==> config.mk <==
export PLATFORM = sky130hd
export DESIGN_NAME = a51_phase_sequencer_flat
export DESIGN_NICKNAME = d
export VERILOG_FILES = /design/src/rtl/a51_phase_sequencer_if.sv /design/src/rtl/a51_phase_sequencer.sv /design/src/flat_wrapper.sv
export SDC_FILE = /design/constraint.sdc
export NUM_CORES = 1
export LEC_CHECK = 0
export CAP_MARGIN = 20
export CORE_UTILIZATION = 55
export CTS_CLUSTER_SIZE = 40
export DETAILED_ROUTE_END_ITERATION = 12
export DONT_BUFFER_PORTS = 1
export PLACE_DENSITY = 0.73
export SYNTH_ARGS = -nofsm -noshare
export SYNTH_HDL_FRONTEND = slang
export SYNTH_SLANG_ARGS = --single-unit
export TNS_END_PERCENT = 100
==> constraint.sdc <==
create_clock -name C -period 1.9 [get_ports C]
set_input_delay 0.38 -clock C [delete_from_list [all_inputs] [get_ports C]]
set_output_delay 0.38 -clock C [all_outputs]
set_load 0.005 [all_outputs]
==> src/rtl/a51_phase_sequencer_if.sv <==
// Control/status bundle between the A5/1 run controller and its sequencer.
// The controller drives START/ENABLE/ABORT; the sequencer reports phase and progress.
interface a51_phase_sequencer_if #(
    parameter int CNT_W = 10
);
    logic             START;
    logic             ENABLE;
    logic             ABORT;
    logic [CNT_W-1:0] Q;
    logic [CNT_W-1:0] TOTAL;
    logic             STAGEONE;
    logic             STAGETWO;
    logic             STAGETHREE;
    logic             OUTPUTSTAGE;
    logic             DONE;
    logic             BUSY;
    logic             LAST;

    modport master (
        output START, ENABLE, ABORT,
        input  Q, TOTAL, STAGEONE, STAGETWO, STAGETHREE,
        input  OUTPUTSTAGE, DONE, BUSY, LAST
    );

    modport slave (
        input  START, ENABLE, ABORT,
        output Q, TOTAL, STAGEONE, STAGETWO, STAGETHREE,
        output OUTPUTSTAGE, DONE, BUSY, LAST
    );
endinterface

==> src/rtl/a51_phase_sequencer.sv <==
// A5/1 run sequencer: KEY -> FRAME -> MIX -> OUT -> FIN with per-phase bit index.
// Phase lengths are parameters; all outputs decode from registers only.
module a51_phase_sequencer #(
    parameter int KEY_LEN   = 64,
    parameter int FRAME_LEN = 22,
    parameter int MIX_LEN   = 100,
    parameter int OUT_LEN   = 128,
    parameter int CNT_W     = 10
) (
    input  logic C,
    input  logic CLR,
    a51_phase_sequencer_if.slave bus
);
    typedef enum logic [2:0] {
        S_IDLE,
        S_KEY,
        S_FRAME,
        S_MIX,
        S_OUT,
        S_FIN
    } state_t;

    state_t           state_q, state_d;
    logic [CNT_W-1:0] q_q, q_d;
    logic [CNT_W-1:0] tot_q, tot_d;
    logic [CNT_W-1:0] len_m1;
    logic             busy;
    logic             at_end;

    always_ff @(posedge C or negedge CLR) begin
        if (!CLR) begin
            state_q <= S_IDLE;
            q_q     <= '0;
            tot_q   <= '0;
        end else begin
            state_q <= state_d;
            q_q     <= q_d;
            tot_q   <= tot_d;
        end
    end

    always_comb begin
        len_m1 = '0;
        unique case (state_q)
            S_KEY:   len_m1 = CNT_W'(KEY_LEN - 1);
            S_FRAME: len_m1 = CNT_W'(FRAME_LEN - 1);
            S_MIX:   len_m1 = CNT_W'(MIX_LEN - 1);
            S_OUT:   len_m1 = CNT_W'(OUT_LEN - 1);
            default: len_m1 = '0;
        endcase
    end

    assign busy   = (state_q == S_KEY) || (state_q == S_FRAME) ||
                    (state_q == S_MIX) || (state_q == S_OUT);
    assign at_end = busy && (q_q == len_m1);

    always_comb begin
        state_d = state_q;
        q_d     = q_q;
        tot_d   = tot_q;
        if (bus.ABORT) begin
            state_d = S_IDLE;
            q_d     = '0;
            tot_d   = '0;
        end else if (bus.START && !busy) begin
            // START only launches from IDLE or FIN; mid-run it is ignored
            state_d = S_KEY;
            q_d     = '0;
            tot_d   = '0;
        end else if (busy && bus.ENABLE) begin
            tot_d = tot_q + 1'b1;
            if (at_end) begin
                q_d = '0;
                unique case (state_q)
                    S_KEY:   state_d = S_FRAME;
                    S_FRAME: state_d = S_MIX;
                    S_MIX:   state_d = S_OUT;
                    S_OUT:   state_d = S_FIN;
                    default: state_d = S_IDLE;
                endcase
            end else begin
                q_d = q_q + 1'b1;
            end
        end
    end

    assign bus.Q           = q_q;
    assign bus.TOTAL       = tot_q;
    assign bus.STAGEONE    = (state_q == S_KEY);
    assign bus.STAGETWO    = (state_q == S_FRAME);
    assign bus.STAGETHREE  = (state_q == S_MIX);
    assign bus.OUTPUTSTAGE = (state_q == S_OUT);
    assign bus.DONE        = (state_q == S_FIN);
    assign bus.BUSY        = busy;
    assign bus.LAST        = at_end;
endmodule

==> src/flat_wrapper.sv <==
// flat-port wrapper written by rule: the top's interface ports become plain ports
module a51_phase_sequencer_flat 
#(
    parameter int KEY_LEN   = 64,
    parameter int FRAME_LEN = 22,
    parameter int MIX_LEN   = 100,
    parameter int OUT_LEN   = 128,
    parameter int CNT_W     = 10
)
  (C, CLR, bus_START, bus_ENABLE, bus_ABORT, bus_Q, bus_TOTAL, bus_STAGEONE, bus_STAGETWO, bus_STAGETHREE, bus_OUTPUTSTAGE, bus_DONE, bus_BUSY, bus_LAST);
  a51_phase_sequencer_if #(.CNT_W(CNT_W)) bus_i ();
  input  logic C;
  input  logic CLR;
  input wire logic [$bits(bus_i.START)-1:0] bus_START;
  input wire logic [$bits(bus_i.ENABLE)-1:0] bus_ENABLE;
  input wire logic [$bits(bus_i.ABORT)-1:0] bus_ABORT;
  output wire logic [$bits(bus_i.Q)-1:0] bus_Q;
  output wire logic [$bits(bus_i.TOTAL)-1:0] bus_TOTAL;
  output wire logic [$bits(bus_i.STAGEONE)-1:0] bus_STAGEONE;
  output wire logic [$bits(bus_i.STAGETWO)-1:0] bus_STAGETWO;
  output wire logic [$bits(bus_i.STAGETHREE)-1:0] bus_STAGETHREE;
  output wire logic [$bits(bus_i.OUTPUTSTAGE)-1:0] bus_OUTPUTSTAGE;
  output wire logic [$bits(bus_i.DONE)-1:0] bus_DONE;
  output wire logic [$bits(bus_i.BUSY)-1:0] bus_BUSY;
  output wire logic [$bits(bus_i.LAST)-1:0] bus_LAST;
  assign bus_i.START = bus_START;
  assign bus_i.ENABLE = bus_ENABLE;
  assign bus_i.ABORT = bus_ABORT;
  assign bus_Q = bus_i.Q;
  assign bus_TOTAL = bus_i.TOTAL;
  assign bus_STAGEONE = bus_i.STAGEONE;
  assign bus_STAGETWO = bus_i.STAGETWO;
  assign bus_STAGETHREE = bus_i.STAGETHREE;
  assign bus_OUTPUTSTAGE = bus_i.OUTPUTSTAGE;
  assign bus_DONE = bus_i.DONE;
  assign bus_BUSY = bus_i.BUSY;
  assign bus_LAST = bus_i.LAST;
  a51_phase_sequencer #(.KEY_LEN(KEY_LEN), .FRAME_LEN(FRAME_LEN), .MIX_LEN(MIX_LEN), .OUT_LEN(OUT_LEN), .CNT_W(CNT_W)) u_core (.C(C), .CLR(CLR), .bus(bus_i));
endmodule
== Word level (Yosys, flattened, before mapping) ==
Cells that the tools add are included.

* Add/sub/neg operators: 2
* Equality and inequality tests: 6
* Mux-type cells: 13
* Reductions and logical operators: 10

{| class="wikitable"
|+ Operator list
! kind !! count
|-
| $mux 10 || 7
|-
| $pmux 7 s4 || 1
|-
| $add 10x1->10 const B || 2
|-
| $mux 3 || 4
|-
| $pmux 3 s4 || 1
|-
| $eq 10x7->1 || 1
|-
| $eq 3x2->1 const B || 2
|-
| $eq 3x3->1 const B || 2
|-
| $reduce_bool 3->1 || 2
|-
| $eq 3x1->1 const B || 1
|-
| $logic_and 1x1->1 || 3
|-
| $logic_or 1x1->1 || 3
|-
| $reduce_and 2->1 || 1
|-
| $logic_not 1->1 || 1
|}

* Register bits after elaboration: 23
* Bits of input ports: 5
* Output and inout port bits: 27
* Word-level logic and storage cells: 34

== Longest topological paths before layout ==
Gate-level depths: netlist (run 1).

* Depth after elaboration: 9
* Mapped depth: 8
* Depth with buffers taken out: 6

== Worst setup path after synthesis (run 1) ==
OpenSTA, ideal clock, no wires.

* Kind: reg2reg
* From: reg u_core.q_q[7], in the netlist u_core.bus.Q[7]
* To: reg u_core.state_q[0]
* Library setup time: 128 ps
* Arrival time: 1865 ps
* Required time: 1772 ps
* Setup slack: -93 ps
* Stages on the path, launching flop included: 6
* Path buffers: 0
* Clock period less this slack: 1993 ps
* Path through: dfrtp_1 -> or4b_1 -> a211oi_2 -> o311ai_2 -> o21ai_2 -> mux2_1

* Word-level cells in the longest chain between the ends: 4

{| class="wikitable"
|+ Ends and longest elaborated chain
! what !! RTL line !! RTL
|-
| start: declaration || a51_phase_sequencer.sv:24 || <nowiki>logic [CNT_W-1:0] q_q, q_d;</nowiki>
|-
| start signal: assignment || a51_phase_sequencer.sv:37 || <nowiki>q_q <= q_d;</nowiki>
|-
| $eq 10x7->1 || a51_phase_sequencer.sv:55 || <nowiki>assign at_end = busy && (q_q == len_m1);</nowiki>
|-
| $logic_and 1x1->1 || a51_phase_sequencer.sv:55 ||
|-
| $reduce_bool 3->1 (no line) || n/a ||
|-
| $reduce_and 2->1 (no line) || n/a ||
|-
| end signal: assignment || a51_phase_sequencer.sv:36 || <nowiki>state_q <= state_d;</nowiki>
|-
| end: declaration || a51_phase_sequencer.sv:23 || <nowiki>state_t state_q, state_d;</nowiki>
|}

No other way between the ends.
A chain may end at the register's enable or synchronous reset.

== Final worst setup path (run 1) ==
* From: reg u_core.state_q[2]
* To: out bus_LAST

* Word-level cells in the longest chain between the ends: 5
* Elaborated cells on any way between the ends: 10
* Classes of those cells: eq/ne: 5; mux: 1; reduce/logical: 4

{| class="wikitable"
|+ Ends and longest elaborated chain
! what !! RTL line !! RTL
|-
| parallel branches: the longest is 4 deep, another holds $eq 10x7->1 || n/a ||
|-
| $logic_and 1x1->1 * || a51_phase_sequencer.sv:55 ||
|-
| end: declaration || flat_wrapper.sv:25 || <nowiki>output wire logic [$bits(bus_i.LAST)-1:0] bus_LAST;</nowiki>
|}

Every way passes the cells marked *.

==> results of run 1 <==
[worst register-to-register path: stages, from the launching register on]
cell and delay, ns:
dfrtp_2 0.50, buf_6 0.17, nor4_2 0.21, a21oi_2 0.09, o31ai_4 0.32, o311ai_4 0.14
buf_4 0.20, o21ai_4 0.19, mux2_4 0.31
[sequential cells by signal, indices dropped and copies added (netlist names)]
register,flops
u_core.bus.Q,10
u_core.state_q,3
u_core.bus.TOTAL,10
[through the flow]
stage | cell area (um2) | utilization [%] | hold WS (ns) | cells
3_3_place_gp | 1690 | 68.86 | 0.08502 | 218
2_1_floorplan | 1431 | - | 0.08441 | 160
3_5_place_dp | 1690 | 68.86 | 0.08489 | 218
5_1_grt | 2131 | 86.80 | 0.2875 | 242
6_report | 2131 | 86.80 | 0.2715 | 242
4_1_cts | 1971 | 80.28 | 0.2846 | 235
[what timing repair did]
action | in CTS | in global routing
endpoints found under the hold margin | 23 | 0
hold buffers | 1 | 0
endpoints found under the setup margin | 15 | 19
gates resized for setup | 39 | 20
buffers inserted | 12 | 8
pin swaps | 15 | 13
[worst max-delay path by stage]
stage                      startpoint                end  slack, ns  cells after the start
floorplan           u_core.state_q[0]  u_core.state_q[0]      0.002                      7
global placement    u_core.state_q[0]           bus_LAST      -0.13                      5
detailed placement  u_core.state_q[2]  u_core.state_q[0]      -0.22                      7
CTS                   u_core.bus.Q[7]           bus_LAST      -0.30                      5
global route        u_core.state_q[2]           bus_LAST      -0.50                      7
finish              u_core.state_q[2]           bus_LAST      -0.44                      7
[layer usage]
metal / part of all wire, % / up-vias / track usage (%)
met5: 0 / - / 0
met4: 3.7 / 0 / 12.72
met1: 39 / 757 / 42.60
met3: 8.6 / 30 / 7.759
met2: 49 / 105 / 56.12
li1: - / 674 / -
[kinds of logic after synthesis]
kind of cell / after synthesis
flops: 23
simple gates: 75
xor+xnor: 11
mux: 1
fa+ha+maj: 2
buf+inv: 15
compound gates: 33
[power groups by stage]
stage	registers, W	logic (W)	clock network [W]
2_1_floorplan	0.000510	0.0000659	0
3_3_place_gp	0.000511	0.000103	0
3_5_place_dp	0.000512	0.000104	0
4_1_cts	0.000503	0.000152	0.000237
5_1_grt	0.000506	0.000200	0.000265
6_report	0.000505	0.000188	0.000252
[placed cells by master, fill, tap and decap left out, types with 4 or more instances in the layout]
cell type	instances
buf_4	39
dfrtp_1	18
nor2_1	17
nand2_1	16
buf_6	15
a21oi_1	9
xor2_1	6
nand3_1	5
o21ai_0	5
nand4_1	5
dfrtp_2	5
nor3_2	4
xnor2_1	4
[layout make-up]
class | instances | share of cell area [%]
clock buffer | 3 | 1.057
multi-input combinational | 122 | 44.10
sequential | 23 | 27.30
tap | 30 | 1.762
clock inverter | 1 | 0.2349
timing repair buffer | 57 | 24.37
inverter | 6 | 1.174
==> results.py, run 1 <==
metrics = {
    "logic_synthesis": {
        "ys_types": 46,
        "seq_area_frac_synth_pct": 40.39,
        "synthTopCellsByCount": "dfrtp_1 (23), nand2_1 (18), nor2_1 (17)",
        "syn-mean-instance-area_um2": 8.907,
        "yosys.area_share.simple_pct": 27.74,
        "yosys_most_used_dff": "dfrtp_1",
        "synthCells": 160,
        "synthesis.nets": 167,
        "synth_xor_area_share_pct": 6.760,
        "synth.ff_latch_count": 23,
        "synth_compound_area_share_pct": 15.98,
        "yosys.area_share.adder_pct": 1.756,
        "synth_largest_area_cell": "dfrtp_1",
        "ys_warn_count": 0,
        "synth.most_common_cell": "dfrtp_1",
        "synthTopCellsByArea": "dfrtp_1 (40%), nand2_1 (4.7%), nor2_1 (4.5%)",
        "async_flop_share_pct": 100.0,
        "synth_top_family_by_area": "simple AND/OR/NAND/NOR gates",
        "synth-edff-count": 0,
        "synthMuxAreaShare_pct": 0.7902,
        "synth_area_um2": 1425,
        "yosys.area.top_type_share_pct": 40.39,
    },
    "min_path": {
        "min_from": "bus_ABORT",
        "worst_hold_path_type": "in -> reg",
        "holdPathStages": 2,
        "hold_end": "u_core.state_q[1]",
    },
    "drt": {
        "drc": 0,
        "routed_wl_um": 5062,
        "firstDrtPassIters": 4,
        "ant_nets": 0,
        "drtIter0Drc": 54,
        "wl_per_cell_um": 20.92,
        "via_per_inst": 6.471,
        "vias": 1566,
    },
    "power": {
        "p_total_w": 0.0009444,
        "p_seq_share_pct": 53.4,
        "power.density_nw_per_um2": 443.2,
        "p_leak_nw": 0.9005,
        "switchingPower_w": 0.0002762,
        "switching_share_pct": 29.24,
        "internal_power_w": 0.0006682,
        "combPwrFrac_pct": 19.9,
        "power_frac_clock_pct": 26.6,
        "ir_drop_mv": 0.4735,
    },
    "critical_path": {
        "reg2reg_from": "u_core.state_q[2]",
        "r2r_cells": 8,
        "critPathMaxStageDelay_ns": 0.50,
        "crit_path_top_delay_cell": "dfrtp_2",
        "r2r-end": "u_core.state_q[0]",
        "crit_type": "reg -> out",
        "arrival_ns": 1.96,
        "critPathRequiredTime_ns": 1.52,
        "r2r_slack_ns": -0.33,
        "cp_num_buf_inv": 3,
        "crit_chain": "buf_6 > nor4_2 > a21oi_2 > o31ai_4 > o311ai_4 > buf_6 > inv_2",
        "critPathTopFamily": "compound AO/OA/AOI/OAI gates",
        "cp_max_fo": 7,
        "cp_common_cell": "buf_6",
        "start_kind": "flip-flop",
        "worst_setup_path_end_kind": "output port",
    },
    "sta": {
        "fin_skew_ns": 0.003601,
        "drv_slew": 0,
        "worst_slack_ns": -0.4425,
        "fin_tns_setup_ns": -2.713,
        "max_slew.worst_pin.slew_ns": 0.3863,
        "fmax_ghz": 0.4269,
        "setup_viol": 18,
        "fin_crit_sh_pct": 123.3,
        "period_needed_ns": 2.343,
        "rsz0062_at_grt": "true",
        "hold_viol_final": 0,
        "relSlewSlack_pct": 74.16,
    },
    "die": {
        "die_area_um2": 2799,
        "die_h_um": 52.91,
        "core_um2": 2455,
        "initial_core_util_pct": 58.05,
        "die_w_um": 52.91,
        "io_pins": 32,
        "rows": 18,
    },
    "cts": {
        "cts_buffer_depth": 2,
        "clockRootBuffer": "clkbuf_4",
        "cts_tree": "done",
        "cts_max_level": 1,
        "clk_latency_ns": 0.33,
        "cts_sinks": 23,
        "clk_pin_slew_worst_paths_ns": 0.14,
        "tritoncts.num_buffers": 3,
    },
    "grt": {
        "grt_pass1_wl_um": 6713,
        "antenna_found_initial": 0,
        "gr-total-overflow": 0,
        "grt_start_max_net_pins": 24,
        "grt_pass1_vias": 1354,
        "grt.total_usage_pct": 33.90,
    },
    "layout": {
        "syn_to_final_growth_pct": 49.52,
        "layout-drive-gt1-share_pct": 47.17,
        "multi_input_area_um2": 939.7,
        "regArea_um2": 581.8,
        "nFillCells": 123,
        "finish.net_count": 220,
        "antenna_cells": 0,
    },
    "place": {
        "place_ws_ns": -0.2242,
        "io_buffers": 0,
        "routabilityCongestion": 0.9088,
        "place_hpwl_um": 2487,
    },
    "status": {
        "run_status": "complete, but fails checks",
        "violations": "negative setup slack",
    },
    "run": {
        "cap_violations": 0,
    },
}
No activity file was read; power rests on OpenSTA's default activity.
==> run 2: changes to the inputs <==
- PLACE_DENSITY: 0.73 -> 0.7
- clock period: 1.9 -> 2.97 ns (I/O delays scaled with it)
==> run 2 against run 1 <==
The flow now finishes without violations. Wire length fell by 39%. Worst setup slack better by 0.67 ns. Combinational power fell by 71%. Die area unchanged. Hold slack better by 0.22 ns. Clock skew is 0.00079 ns higher. Core utilization shrank 27 points. Register-to-register slack gained 0.88 ns. Cell count down 23%. Critical endpoint unchanged. Largest cell class unchanged. Highest routed layer unchanged.
==> results.py, run 2 (same netlist as run 1, synthesis figures left out) <==
metrics = {
    "status": {
        "run_status": "complete, no violations",
    },
    "layout": {
        "final_common_cell": "dfrtp_1",
        "antenna_cells": 0,
        "fin_area_um2": 1463,
        "nFillCells": 210,
        "multi_input_area_um2": 755.7,
        "final_cell_mix": "dfrtp_1 (20), nand2_1 (18), nor2_1 (17), a21oi_1 (11)",
        "layout-drive-gt1-share_pct": 10.83,
        "syn_to_final_growth_pct": 2.634,
        "regArea_um2": 579.3,
        "finish.net_count": 165,
    },
    "critical_path": {
        "crit_start": "u_core.bus.Q[2]",
        "reg2reg_from": "u_core.state_q[2]",
        "crit_type": "reg -> out",
        "critPathRequiredTime_ns": 2.38,
        "cp_max_fo": 11,
        "crit_path_end": "bus_LAST",
        "worst_setup_path_end_kind": "output port",
        "r2r-end": "u_core.state_q[0]",
        "start_kind": "flip-flop",
        "r2r_slack_ns": 0.55,
        "arrival_ns": 2.15,
        "r2r_cells": 6,
    },
    "power": {
        "p_seq_share_pct": 61.1,
        "power.density_nw_per_um2": 362.5,
        "p_leak_nw": 0.5813,
        "switching_share_pct": 27.28,
        "p_total_w": 0.0005302,
        "internal_power_w": 0.0003855,
        "power_frac_clock_pct": 28.7,
        "ir_drop_mv": 0.3680,
        "switchingPower_w": 0.0001446,
        "combPwrFrac_pct": 10.2,
    },
    "sta": {
        "fin_crit_sh_pct": 92.25,
        "rsz0062_at_grt": "false",
        "fmax_ghz": 0.3650,
        "fin_skew_ns": 0.004395,
        "period_needed_ns": 2.740,
        "setup_viol": 0,
        "max_slew.worst_pin.slew_ns": 0.8178,
        "relSlewSlack_pct": 45.39,
        "hold_viol_final": 0,
        "drv_slew": 0,
        "fin_tns_setup_ns": 0,
    },
    "drt": {
        "drc": 0,
        "wl_per_cell_um": 16.64,
        "firstDrtPassIters": 4,
        "vias": 1160,
        "ant_nets": 0,
        "via_per_inst": 6.203,
        "routed_wl_um": 3112,
        "drtIter0Drc": 28,
    },
    "die": {
        "die_w_um": 52.91,
        "die_area_um2": 2799,
        "die_h_um": 52.91,
        "io_pins": 32,
        "rows": 18,
        "initial_core_util_pct": 58.05,
        "core_um2": 2455,
    },
    "cts": {
        "tritoncts.num_buffers": 3,
        "cts_sinks": 23,
        "clk_pin_slew_worst_paths_ns": 0.14,
        "cts_setup_buffers": 0,
        "clockRootBuffer": "clkbuf_4",
        "cts_tree": "done",
        "cts_buffer_depth": 2,
        "clk_latency_ns": 0.31,
        "cts_max_level": 1,
    },
    "place": {
        "placed_cell_area_um2": 1394,
        "place_hpwl_um": 2141,
        "routabilityCongestion": 0.9280,
        "io_buffers": 0,
    },
    "grt": {
        "grt.total_usage_pct": 25.79,
        "grt_pass1_vias": 1119,
        "gr-total-overflow": 0,
        "antenna_found_initial": 0,
        "grt_pass1_wl_um": 5216,
        "grt_start_max_net_pins": 24,
    },
    "run": {
        "cap_violations": 0,
    },
    "min_path": {
        "worst_hold_path_type": "in -> reg",
    },
}
==> run 2: cell count changes in the layout (fill, tap and decap cells not counted), sizes merged <==
cell  before  now
buf       56    1
==> run 2: repair_timing <==
action,4_1_cts,5_1_grt
hold endpoints to repair,23,0
setup endpoints to repair,0,1
hold buffers,1,0
gates resized for setup,0,3
==> run 2: area by class of cell <==
type	count	share of cell area, %
inverters	6	1.711
multi-input cells	122	51.67
repair buffers	2	2.566
clock buffers	3	1.540
well taps	30	2.566
flip-flops and latches	23	39.61
clock inverters	1	0.3422
==> run 2: per-layer routing <==
metal	up-vias	wire length [um]	part of all wire, %	global-route usage, %
met1	557	1478	47	35.87
li1	561	-	-	-
met4	0	23	0.74	7.456
met5	-	0	0	0
met3	5	195	6.3	6.609
met2	37	1415	45	39.24
==> run 2: critical path: stages (launching register included) <==
cell and delay (ns):
dfrtp_1 0.51, and3_1 0.26, a21oi_2 0.14, o31ai_1 0.09, o311ai_2 0.69, inv_1 0.13
==> run 2: through the flow <==
step	setup WS (ns)	utilization (%)	cells	hold WS, ns
finish	0.2303	59.58	187	0.4921
CTS	0.1324	58.31	186	0.4869
global route	0.09368	59.58	187	0.4861
detailed placement	0.4810	56.78	181	0.2990
floorplan	0.8461	-	160	0.2984
global placement	0.5589	56.78	181	0.2990
==> run 2: worst min-delay path by stage <==
stage / cells past startpoint / slack (ns) / start / end
after floorplan: 0 / 0.30 / CLR / u_core.bus.Q[0]
after global placement: 0 / 0.30 / CLR / u_core.state_q[1]
after detailed placement: 0 / 0.30 / CLR / u_core.state_q[0]
after CTS: 3 / 0.49 / bus_ABORT / u_core.bus.Q[5]
after global routing: 2 / 0.49 / bus_ABORT / u_core.state_q[2]
final: 3 / 0.49 / bus_ABORT / u_core.bus.Q[5]
==> run 2: power by group through the flow <==
| stage | Combinational [W] | Sequential [W] | Clock (W) |
|---|---|---|---|
| 2_1_floorplan | 0.0000421 | 0.000325 | 0 |
| 3_3_place_gp | 0.0000422 | 0.000329 | 0 |
| 3_5_place_dp | 0.0000426 | 0.000329 | 0 |
| 4_1_cts | 0.0000503 | 0.000323 | 0.000154 |
| 5_1_grt | 0.0000619 | 0.000325 | 0.000168 |
| 6_report | 0.0000542 | 0.000324 | 0.000152 |
